===== config.mk =====
export PLATFORM = sky130hd
export DESIGN_NAME = irq_timer_controller_flat
export DESIGN_NICKNAME = d
export VERILOG_FILES = /design/src/rtl/irq_timer_controller_if.sv /design/src/rtl/irq_timer_controller.sv /design/src/flat_wrapper.sv
export SDC_FILE = /design/constraint.sdc
export NUM_CORES = 1
export LEC_CHECK = 0
export CORE_MARGIN = 2
export CORE_UTILIZATION = 45
export CTS_BUF_LIST = sky130_fd_sc_hd__clkbuf_4 sky130_fd_sc_hd__clkbuf_8 sky130_fd_sc_hd__clkbuf_16
export CTS_CLUSTER_DIAMETER = 100
export DETAILED_ROUTE_END_ITERATION = 10
export SKIP_CTS_REPAIR_TIMING = 1
export SYNTH_ARGS = -nofsm -noshare
export SYNTH_HDL_FRONTEND = slang
export SYNTH_SLANG_ARGS = --single-unit
export TNS_END_PERCENT = 20

===== constraint.sdc =====
create_clock -name CLK_CPU -period 4.1 [get_ports CLK_CPU]
set_input_delay 0.82 -clock CLK_CPU [delete_from_list [all_inputs] [get_ports CLK_CPU]]
set_output_delay 0.82 -clock CLK_CPU [all_outputs]
set_load 0.03 [all_outputs]

===== src/rtl/irq_timer_controller_if.sv =====
// CPU-side bus of the interrupt/timer controller: register window and IACK handshake.
interface irq_timer_controller_if;
    logic       CS_n;
    logic       AS_n;
    logic       RW;
    logic       LDS_n;
    logic [2:0] FC;
    logic [3:0] ADDR;
    logic [7:0] DATA_IN;
    logic [7:0] DATA_OUT;
    logic       DTACK_n;
    logic       VPA_n;

    modport master (
        output CS_n, AS_n, RW, LDS_n, FC, ADDR, DATA_IN,
        input  DATA_OUT, DTACK_n, VPA_n
    );

    modport slave (
        input  CS_n, AS_n, RW, LDS_n, FC, ADDR, DATA_IN,
        output DATA_OUT, DTACK_n, VPA_n
    );
endinterface


===== src/rtl/irq_timer_controller.sv =====
// Programmable periodic timers, 7-level IPL priority encoder, autovector
// generation and a byte-wide register file for the 68000 system controller.
module irq_timer_controller #(
    parameter int unsigned NUM_TIMERS     = 4,
    parameter int unsigned TIMER_WIDTH    = 24,
    parameter int unsigned DEFAULT_RELOAD = 400000,
    parameter int unsigned TIMER_LEVEL    = 6,
    parameter logic [7:0]  VECTORED_MASK  = 8'h20,
    parameter bit          AUTO_CLEAR     = 1'b1
) (
    input  logic                   CLK_CPU,
    input  logic                   RST_n,
    irq_timer_controller_if.slave  bus,
    input  logic [6:0]             IRQ_n,
    output logic [2:0]             IPL_n
);
    localparam int unsigned NT = NUM_TIMERS;
    localparam int unsigned TW = TIMER_WIDTH;

    typedef enum logic {ST_IDLE, ST_ACK} bus_state_t;

    bus_state_t     state;
    logic [6:0]     irq_s1;
    logic [6:0]     irq_s2;
    logic [7:1]     mask;
    logic [NT-1:0]  status;
    logic [NT-1:0]  enable;
    logic [NT-1:0]  enable_q;
    logic [TW-1:0]  reload     [NT];
    logic [TW-1:0]  count      [NT];
    logic [TW-1:0]  reload_nxt [NT];
    logic [23:0]    reload_ext [NT];
    logic [23:0]    wr_ext     [NT];
    logic [NT-1:0]  expire;
    logic [NT-1:0]  clear;
    logic [NT-1:0]  status_nxt;
    logic [7:1]     active;
    logic [2:0]     top_level;
    logic [7:0]     rd_data;
    logic           reg_sel;
    logic           iack_sel;
    logic           wr_en;
    logic           iack_clear;

    // Bus cycle qualification; writes and IACK side effects happen only on the IDLE->ACK edge
    assign reg_sel    = ~bus.AS_n & ~bus.CS_n & (bus.FC != 3'b111);
    assign iack_sel   = ~bus.AS_n & (bus.FC == 3'b111) & ~VECTORED_MASK[bus.ADDR[3:1]];
    assign wr_en      = (state == ST_IDLE) & reg_sel & ~bus.RW & ~bus.LDS_n;
    assign iack_clear = (state == ST_IDLE) & iack_sel & AUTO_CLEAR
                        & (bus.ADDR[3:1] == 3'(TIMER_LEVEL));

    // Active levels: synchronised request or pending timer, gated by mask (level 7 unmaskable)
    always_comb begin
        active = '0;
        for (int unsigned l = 1; l <= 7; l++) begin
            active[l] = (~irq_s2[l-1] | ((l == TIMER_LEVEL) & (|status)))
                        & (mask[l] | (l == 7));
        end
    end

    // Highest active level wins
    always_comb begin
        top_level = 3'd0;
        for (int unsigned l = 1; l <= 7; l++) begin
            if (active[l]) top_level = 3'(l);
        end
    end

    // Reload registers viewed as 24-bit byte lanes; unimplemented upper bits read 0
    always_comb begin
        for (int unsigned n = 0; n < NT; n++) begin
            reload_ext[n] = 24'(reload[n]);
        end
    end

    // Byte write into a reload register; bits above TIMER_WIDTH are dropped
    always_comb begin
        for (int unsigned n = 0; n < NT; n++) begin
            wr_ext[n] = reload_ext[n];
            for (int unsigned b = 0; b < 3; b++) begin
                if (wr_en && (32'(bus.ADDR) == 4 + 3*n + b)) wr_ext[n][8*b +: 8] = bus.DATA_IN;
            end
            reload_nxt[n] = TW'(wr_ext[n]);
        end
    end

    // Register read mux
    always_comb begin
        rd_data = 8'h00;
        case (bus.ADDR)
            4'd0: rd_data = {mask, 1'b0};
            4'd1: rd_data = {active, 1'b0};
            4'd2: rd_data = 8'(status);
            4'd3: rd_data = 8'(enable);
            default: begin
                for (int unsigned n = 0; n < NT; n++) begin
                    for (int unsigned b = 0; b < 3; b++) begin
                        if (32'(bus.ADDR) == 4 + 3*n + b) rd_data = reload_ext[n][8*b +: 8];
                    end
                end
            end
        endcase
    end

    // Status flags: expiry sets, w1c or autovector IACK clears, set wins a collision
    always_comb begin
        clear = '0;
        if (wr_en && (bus.ADDR == 4'd2)) clear = bus.DATA_IN[NT-1:0];
        if (iack_clear) clear = '1;
        for (int unsigned n = 0; n < NT; n++) begin
            expire[n] = enable[n] & enable_q[n] & (count[n] == TW'(1));
        end
        status_nxt = (status & ~clear) | expire;
    end

    // Interrupt sync, IPL register, control registers and timer counters
    always_ff @(posedge CLK_CPU) begin
        if (!RST_n) begin
            irq_s1   <= 7'h7F;
            irq_s2   <= 7'h7F;
            IPL_n    <= 3'b111;
            mask     <= 7'h7F;
            status   <= '0;
            enable   <= '0;
            enable_q <= '0;
            for (int unsigned n = 0; n < NT; n++) begin
                count[n]  <= '0;
                reload[n] <= (n == 0) ? TW'(DEFAULT_RELOAD) : '0;
            end
        end else begin
            irq_s1   <= IRQ_n;
            irq_s2   <= irq_s1;
            IPL_n    <= ~top_level;
            enable_q <= enable;
            status   <= status_nxt;
            if (wr_en && (bus.ADDR == 4'd0)) mask   <= bus.DATA_IN[7:1];
            if (wr_en && (bus.ADDR == 4'd3)) enable <= bus.DATA_IN[NT-1:0];
            for (int unsigned n = 0; n < NT; n++) begin
                reload[n] <= reload_nxt[n];
                if (enable[n] && !enable_q[n]) begin
                    count[n] <= reload[n];
                end else if (enable[n] && (count[n] != '0)) begin
                    count[n] <= (count[n] == TW'(1)) ? reload[n] : count[n] - TW'(1);
                end
            end
        end
    end

    // Bus FSM: one acknowledge (DTACK_n or VPA_n) per address strobe
    always_ff @(posedge CLK_CPU) begin
        if (!RST_n) begin
            state        <= ST_IDLE;
            bus.DTACK_n  <= 1'b1;
            bus.VPA_n    <= 1'b1;
            bus.DATA_OUT <= 8'h00;
        end else begin
            case (state)
                ST_IDLE: begin
                    if (iack_sel) begin
                        state     <= ST_ACK;
                        bus.VPA_n <= 1'b0;
                    end else if (reg_sel) begin
                        state        <= ST_ACK;
                        bus.DTACK_n  <= 1'b0;
                        bus.DATA_OUT <= (bus.RW && !bus.LDS_n) ? rd_data : 8'h00;
                    end
                end
                ST_ACK: begin
                    if (bus.AS_n) begin
                        state        <= ST_IDLE;
                        bus.DTACK_n  <= 1'b1;
                        bus.VPA_n    <= 1'b1;
                        bus.DATA_OUT <= 8'h00;
                    end
                end
                default: state <= ST_IDLE;
            endcase
        end
    end
endmodule

===== src/flat_wrapper.sv =====
// flat-port wrapper written by rule: the top's interface ports become plain ports
module irq_timer_controller_flat 
#(
    parameter int unsigned NUM_TIMERS     = 4,
    parameter int unsigned TIMER_WIDTH    = 24,
    parameter int unsigned DEFAULT_RELOAD = 400000,
    parameter int unsigned TIMER_LEVEL    = 6,
    parameter logic [7:0]  VECTORED_MASK  = 8'h20,
    parameter bit          AUTO_CLEAR     = 1'b1
)
  (CLK_CPU, RST_n, IRQ_n, IPL_n, bus_CS_n, bus_AS_n, bus_RW, bus_LDS_n, bus_FC, bus_ADDR, bus_DATA_IN, bus_DATA_OUT, bus_DTACK_n, bus_VPA_n);
  irq_timer_controller_if bus_i ();
  input  logic CLK_CPU;
  input  logic RST_n;
  input  logic [6:0] IRQ_n;
  output logic [2:0] IPL_n;
  input wire logic [$bits(bus_i.CS_n)-1:0] bus_CS_n;
  input wire logic [$bits(bus_i.AS_n)-1:0] bus_AS_n;
  input wire logic [$bits(bus_i.RW)-1:0] bus_RW;
  input wire logic [$bits(bus_i.LDS_n)-1:0] bus_LDS_n;
  input wire logic [$bits(bus_i.FC)-1:0] bus_FC;
  input wire logic [$bits(bus_i.ADDR)-1:0] bus_ADDR;
  input wire logic [$bits(bus_i.DATA_IN)-1:0] bus_DATA_IN;
  output wire logic [$bits(bus_i.DATA_OUT)-1:0] bus_DATA_OUT;
  output wire logic [$bits(bus_i.DTACK_n)-1:0] bus_DTACK_n;
  output wire logic [$bits(bus_i.VPA_n)-1:0] bus_VPA_n;
  assign bus_i.CS_n = bus_CS_n;
  assign bus_i.AS_n = bus_AS_n;
  assign bus_i.RW = bus_RW;
  assign bus_i.LDS_n = bus_LDS_n;
  assign bus_i.FC = bus_FC;
  assign bus_i.ADDR = bus_ADDR;
  assign bus_i.DATA_IN = bus_DATA_IN;
  assign bus_DATA_OUT = bus_i.DATA_OUT;
  assign bus_DTACK_n = bus_i.DTACK_n;
  assign bus_VPA_n = bus_i.VPA_n;
  irq_timer_controller #(.NUM_TIMERS(NUM_TIMERS), .TIMER_WIDTH(TIMER_WIDTH), .DEFAULT_RELOAD(DEFAULT_RELOAD), .TIMER_LEVEL(TIMER_LEVEL), .VECTORED_MASK(VECTORED_MASK), .AUTO_CLEAR(AUTO_CLEAR)) u_core (.CLK_CPU(CLK_CPU), .RST_n(RST_n), .bus(bus_i), .IRQ_n(IRQ_n), .IPL_n(IPL_n));
endmodule

==> results of run 1 <==
worst reg2reg max path: cells and delay by family (launching register included):
| kind | cells | cell delay (ns) |
|---|---|---|
| adder cells (fa/ha/maj) | 1 | 0.21 |
| buffers and inverters | 2 | 0.36 |
| AND/OR/NAND/NOR | 3 | 1.23 |
| flip-flops | 1 | 0.47 |
| AO/OA/AOI/OAI | 2 | 0.42 |
flip-flops by register name (all words and copies together), names as in the netlist:
name / flops
u_core.count: 96
u_core.reload: 96
u_core.bus.DATA_OUT: 8
u_core.irq_s1: 7
u_core.irq_s2: 7
u_core.mask: 7
u_core.enable: 4
u_core.enable_q: 4
u_core.status: 4
u_core.IPL_n: 3
u_core.bus.DTACK_n: 1
u_core.bus.VPA_n: 1
u_core.state: 1
cell type report:
cell class | instances | area share, %
tap | 378 | 3.32
timing repair buffer | 74 | 4.50
clock inverter | 14 | 0.694
clock buffer | 36 | 5.61
multi-input combinational | 913 | 44.9
sequential | 239 | 40.4
inverter | 23 | 0.615
cells by family (layout without fill, tap and decap cells):
family                   count (synthesis)  after routing  synth area share (%)
AO/OA/AOI/OAI                          279            279                  16.2
XOR/XNOR                                80             80                  5.55
adder cells (fa/ha/maj)                  8              8                 0.793
buffers and inverters                  111            147                  3.92
flip-flops                             239            239                  45.5
multiplexers                           124            124                  10.1
AND/OR/NAND/NOR                        422            422                  18.0
metrics by stage:
stage	hold WS [ns]	area, µm²
2_1_floorplan	0.386	12600
3_3_place_gp	0.389	13300
3_5_place_dp	0.394	13300
4_1_cts	0.408	14200
5_1_grt	0.424	14200
6_report	0.408	14200
final timing paths:
check,to
max,u_core.bus.DATA_OUT[5]
min,u_core.irq_s2[5]
max reg2reg,u_core.count[0][10]
min reg2reg,u_core.irq_s2[5]
synth_stat cells (all sizes together), types with 28 or more instances:
cell and instances:
a211oi 60, a21oi 64, clkbuf 65, dfxtp 143, edfxtp 96, mux2i 116
nand2 59, nand2b 28, nand3 28, nor2 159, nor3 35, nor4 35
o21ai 31, xnor2 54
placed cells by master (no fill, tap or decap), types with 21 or more instances in the layout:
| cell | netlist | layout |
|---|---|---|
| dfxtp_1 | 143 | 143 |
| nand3_1 | 27 | 27 |
| nor2_1 | 159 | 159 |
| a21oi_1 | 64 | 64 |
| a211oi_1 | 56 | 56 |
| o21ai_0 | 31 | 31 |
| nor3_1 | 24 | 24 |
| buf_4 | 1 | 34 |
| clkbuf_16 | 0 | 28 |
| nor4_1 | 30 | 30 |
| mux2i_1 | 116 | 116 |
| nand2_1 | 59 | 59 |
| edfxtp_1 | 96 | 96 |
| xor2_1 | 26 | 26 |
| clkdlybuf4s50_1 | 0 | 37 |
| xnor2_1 | 54 | 54 |
| inv_1 | 22 | 21 |
| o2bb2ai_1 | 23 | 23 |
| nand2b_1 | 28 | 28 |
power by group through the flow:
stage	combinational [W]	sequential, W	clock [W]
finish	0.000369	0.00256	0.00243
global route	0.000397	0.00257	0.00256
CTS	0.000366	0.00256	0.00246
detailed placement	0.000364	0.00261	0
global placement	0.000363	0.00261	0
floorplan	0.000227	0.00261	0
layer usage:
layer	wire, µm	up-vias	global-route usage, %	part of all wire (%)
li1	-	4745	-	-
met1	17200	4857	36.7	49
met2	15500	304	36.9	44
met3	1940	58	2.95	5.5
met4	795	0	6.15	2.2
met5	0	-	0	0
==> run_results.csv, run 1 <==
group,metric,value,unit
logic_synthesis,ys_seq_area_share,45.5,%
layout,num_antenna_cells,0,
layout,final_core_util,51.4,%
job,cap_viol_max_count,0,
clock_tree,numCtsBuffers,27,
timing,finalHoldViolCount,0,
power_and_ir_drop,pwr-share-clk,45.3,%
clock_tree,cts_buffer_depth,3,
worst_setup_path,cp.depth,7,
layout,area_growth,12.8,%
worst_hold_path,hp-start,"u_core.irq_s1[5]",
logic_synthesis,synth-edff-count,96,
worst_setup_path,r2r_cells,8,
global_route,grt_max_degree,46,
layout,multi_input_area,0.00639,mm²
detailed_routing,viasPerCell,5.94,
worst_setup_path,worstPathArrival,3.43,ns
die,die_area,0.0294,mm²
power_and_ir_drop,intPower,0.00407,W
detailed_routing,wl_per_cell,21.2,µm
timing,tightest_slew,1.07,ns
detailed_routing,ant_nets,0,
place,place.gp.congestion,0.969,
logic_synthesis,post-synth-top-area-cell,"edfxtp_1",
logic_synthesis,netlist_top_cells_area,"edfxtp_1, dfxtp_1, mux2i_1",
worst_setup_path,rrSetupSlack,1.13,ns
timing,fin_ws,1.09,ns
timing,setup_viol,0,
logic_synthesis,synth_ff_type,"dfxtp_1",
place,post-place-ws,0.635,ns
worst_setup_path,crit_slowest_cell,"clkdlybuf4s50_1",
timing,fmax,0.332,GHz
die,coreArea,0.0277,mm²
clock_tree,htreeDepth,1,
logic_synthesis,ys_ff_latch,239,
power_and_ir_drop,ir_worst_vdd,0.000246,V
timing,fin_crit_sh,73.4,%
detailed_routing,routed_wl,35500,µm
power_and_ir_drop,p_seq_share,47.8,%
power_and_ir_drop,p_switching,0.00129,W
clock_tree,clk-insertion-delay-late,0.55,ns
clock_tree,cts_tree,"built",
worst_setup_path,end_kind,"flip-flop",
logic_synthesis,synth_cell_type_count,75,
status,run_status,"finished clean",
place,place_inst,1627,
power_and_ir_drop,p_comb_share,6.9,%
clock_tree,path_clk_slew,0.06,ns
layout,final_cells,1677,
layout,layout.nets,1314,
clock_tree,cts_root_buf,"clkbuf_16",
timing,fin_setup_tns,0,ns
global_route,overflow,0,
die,start_util,45.5,%
worst_hold_path,min_path_cells,1,
worst_setup_path,r2r_start,"u_core.count[0][0]",
timing,slew_viol_final,0,
layout,drive_above_1_share,10.1,%
die,die_width,171,µm
worst_setup_path,path_delay_family,"buffers and inverters",
detailed_routing,vias,9964,
place,post-dp-hpwl,25000,µm
detailed_routing,drt_iter0_drc,827,
worst_setup_path,critPathMaxStageDelay,0.70,ns
place,portBuffers,40,
logic_synthesis,synth_nets,1299,
logic_synthesis,yosys_warnings,0,
power_and_ir_drop,power.density,376,mW/mm²
worst_setup_path,critPathMaxFanout,25,
worst_setup_path,critPathLaunchType,"input pin",
detailed_routing,drc,0,
die,placement_rows,61,
power_and_ir_drop,p_leak,4.68,nW
global_route,track_usage,24.4,%
global_route,grt_pass1_wl,55700,µm
logic_synthesis,synth_area,0.0126,mm²
worst_setup_path,cp_cell_sequence,"clkdlybuf4s50_1 -> buf_4 -> nor2b_1 -> a221oi_1 -> o21ai_0 -> a21oi_1 -> o41ai_1",
die,die_h,171,µm
global_route,grt_pass1_vias,9523,
layout,fill_cells,2554,
clock_tree,clock_sinks,239,
global_route,antenna_found_initial,0,
timing,min_period,3.01,ns
timing,rsz0062_at_grt,"no",
worst_setup_path,critPathRequiredTime,4.52,ns
power_and_ir_drop,finalPower,0.00536,W
layout,ff_latch_area,0.00575,mm²
detailed_routing,firstDrtPassIters,5,
worst_hold_path,hp-class,"reg -> reg",
power_and_ir_drop,p_sw_share,24.0,%
logic_synthesis,synth.avg_cell_area,9.99,µm²
logic_synthesis,synth_top_area_share,22.8,%
timing,max_slew_margin,28.7,%
logic_synthesis,netlist_instances,1263,
logic_synthesis,async_flop_share,0,%
die,io_pins,41,
worst_setup_path,path_buf_inv,2,
worst_setup_path,crit_type,"in -> reg",
timing,skew,0.0186,ns
worst_setup_path,crit_path_start,"bus_ADDR[2]",
Power figures use the tool's default switching activity.
==> inputs of run 2 (changes only) <==
Clock period 4.1 ns to 2.65 ns, I/O delays scaled along.
==> run 2 against run 1 <==
Compared with the run above:
- sequential share of layout area down 2.0 points
- core utilization is 2.6 points higher
- clock power rose by 61%
- worst hold slack worse by 0.0023 ns
- clock skew decreased by 0.0012 ns
- non-clock buffer count increased by 73
- first-iteration DRC count grew 8.7%
- cell area rose by 5.1%
- clock-buffer cell count grew 9
- highest routed layer is now met5
==> run_results.csv, run 2 (same netlist as run 1, synthesis figures left out) <==
group,metric,value,unit
clock_tree,cts_root_buf,"clkbuf_16",
worst_setup_path,critPathMaxFanout,18,
power_and_ir_drop,p_sw_share,23.2,%
detailed_routing,firstDrtPassIters,7,
clock_tree,cts_buffer_depth,3,
detailed_routing,vias,10132,
worst_setup_path,end_kind,"flip-flop",
global_route,grt_pass1_wl,57000,µm
worst_setup_path,worstPathArrival,2.84,ns
detailed_routing,drt_iter0_drc,899,
global_route,track_usage,25.0,%
clock_tree,path_clk_slew,0.06,ns
timing,fin_hold_ws,0.405,ns
layout,reg_top3,"u_core.count (96), u_core.reload (96), u_core.bus.DATA_OUT (8)",
timing,fin_crit_sh,96.7,%
worst_setup_path,path_delay_family,"simple AND/OR/NAND/NOR gates",
worst_setup_path,cp_cell_sequence,"or4_4 -> or4_4 -> or3_4 -> o211ai_4 -> buf_12 -> o2bb2ai_1",
job,cap_viol_max_count,0,
global_route,grt_max_degree,38,
place,placed_area,0.0140,mm²
die,die_width,171,µm
layout,drive_above_1_share,15.3,%
layout,num_antenna_cells,0,
timing,tightest_slew,0.641,ns
clock_tree,htreeDepth,1,
die,placement_rows,61,
worst_setup_path,path_buf_inv,1,
worst_setup_path,crit_slowest_cell,"or4_4",
worst_setup_path,crit_top_cell,"or4_4",
die,start_util,45.5,%
timing,slew_viol_final,0,
power_and_ir_drop,finalPower,0.00850,W
detailed_routing,routed_wl,36400,µm
layout,area_growth,18.6,%
detailed_routing,drc,0,
timing,skew,0.0174,ns
place,place.gp.congestion,0.957,
place,portBuffers,40,
die,io_pins,41,
timing,rsz0062_at_grt,"no",
clock_tree,clk-insertion-delay-late,0.54,ns
timing,finalHoldViolCount,0,
worst_setup_path,critPathMaxStageDelay,0.58,ns
layout,layout.nets,1388,
detailed_routing,wl_per_cell,20.8,µm
layout,layout_commonest_cell,"nor2_1",
die,die_h,171,µm
power_and_ir_drop,ir_worst_vdd,0.000482,V
clock_tree,cts_tree,"built",
global_route,grt_pass1_vias,9786,
worst_setup_path,crit_type,"reg -> reg",
place,post-dp-hpwl,26700,µm
detailed_routing,ant_nets,0,
timing,max_slew_margin,57.2,%
power_and_ir_drop,pwr-share-clk,46.0,%
power_and_ir_drop,p_switching,0.00197,W
layout,final_cell_mix,"nor2_1, dfxtp_1, mux2i_1",
power_and_ir_drop,power.density,568,mW/mm²
power_and_ir_drop,p_leak,5.09,nW
worst_setup_path,critPathLaunchType,"flip-flop",
layout,final_core_util,54.0,%
layout,fill_cells,2440,
layout,finish.instance_area,0.0150,mm²
power_and_ir_drop,p_seq_share,46.6,%
power_and_ir_drop,p_comb_share,7.4,%
worst_setup_path,critPathRequiredTime,2.93,ns
clock_tree,clock_sinks,239,
timing,setup_viol,0,
timing,fmax,0.390,GHz
power_and_ir_drop,intPower,0.00653,W
die,die_area,0.0294,mm²
worst_hold_path,hp-class,"reg -> reg",
timing,fin_setup_tns,0,ns
clock_tree,numCtsBuffers,28,
global_route,antenna_found_initial,1,
global_route,overflow,0,
timing,min_period,2.56,ns
detailed_routing,viasPerCell,5.79,
status,run_status,"finished clean",
die,coreArea,0.0277,mm²
-- run 2: changes by cell type in the layout (fill, tap and decap cells not counted), moves of 3 or more --
cell and change:
buf_4 +65, nand2_2 +3, clkbuf_16 +4, nand2_1 -3
clkinv_2 -4, buf_12 +8, clkbuf_4 +6
-- run 2: worst paths after layout --
check                                         start             endpoint  slack [ns]  cells past startpoint
worst max-delay path            u_core.count[3][18]  u_core.count[3][21]        0.09                      6
worst min register to register     u_core.irq_s1[0]     u_core.irq_s2[0]        0.41                      1
worst max register to register  u_core.count[3][18]  u_core.count[3][21]        0.09                      6
worst min-delay path               u_core.irq_s1[0]     u_core.irq_s2[0]        0.41                      1
-- run 2: power groups by stage --
stage	clock network (W)	registers, W	logic [W]
6_report	0.00391	0.00396	0.000628
5_1_grt	0.00412	0.00397	0.000676
3_5_place_dp	0	0.00404	0.000622
3_3_place_gp	0	0.00403	0.000625
2_1_floorplan	0	0.00403	0.000353
4_1_cts	0.00398	0.00396	0.000626
-- run 2: per-stage QoR --
stage,setup slack [ns],std cells
after global placement,0.0768,1698
after floorplan,-0.124,1263
after detailed placement,0.0570,1698
after global routing,0.0108,1751
after CTS,0.0674,1749
final,0.0864,1751
-- run 2: area by class of cell --
class | instances | area (µm²) | share of cell area (%)
multi-input cells | 913 | 6410 | 42.8
flip-flops and latches | 239 | 5750 | 38.4
repair buffers | 147 | 1290 | 8.61
clock buffers | 45 | 930 | 6.21
well taps | 378 | 473 | 3.16
inverters | 23 | 87.6 | 0.585
clock inverters | 6 | 30.0 | 0.201
-- run 2: metal layers --
| layer | global-route usage, % | wire length, µm | share of wire [%] |
|---|---|---|---|
| met1 | 37.1 | 18000 | 50 |
| met2 | 37.9 | 15500 | 43 |
| met3 | 3.75 | 1870 | 5.1 |
| met4 | 6.96 | 977 | 2.7 |
| met5 | 0 | 14 | 0.038 |
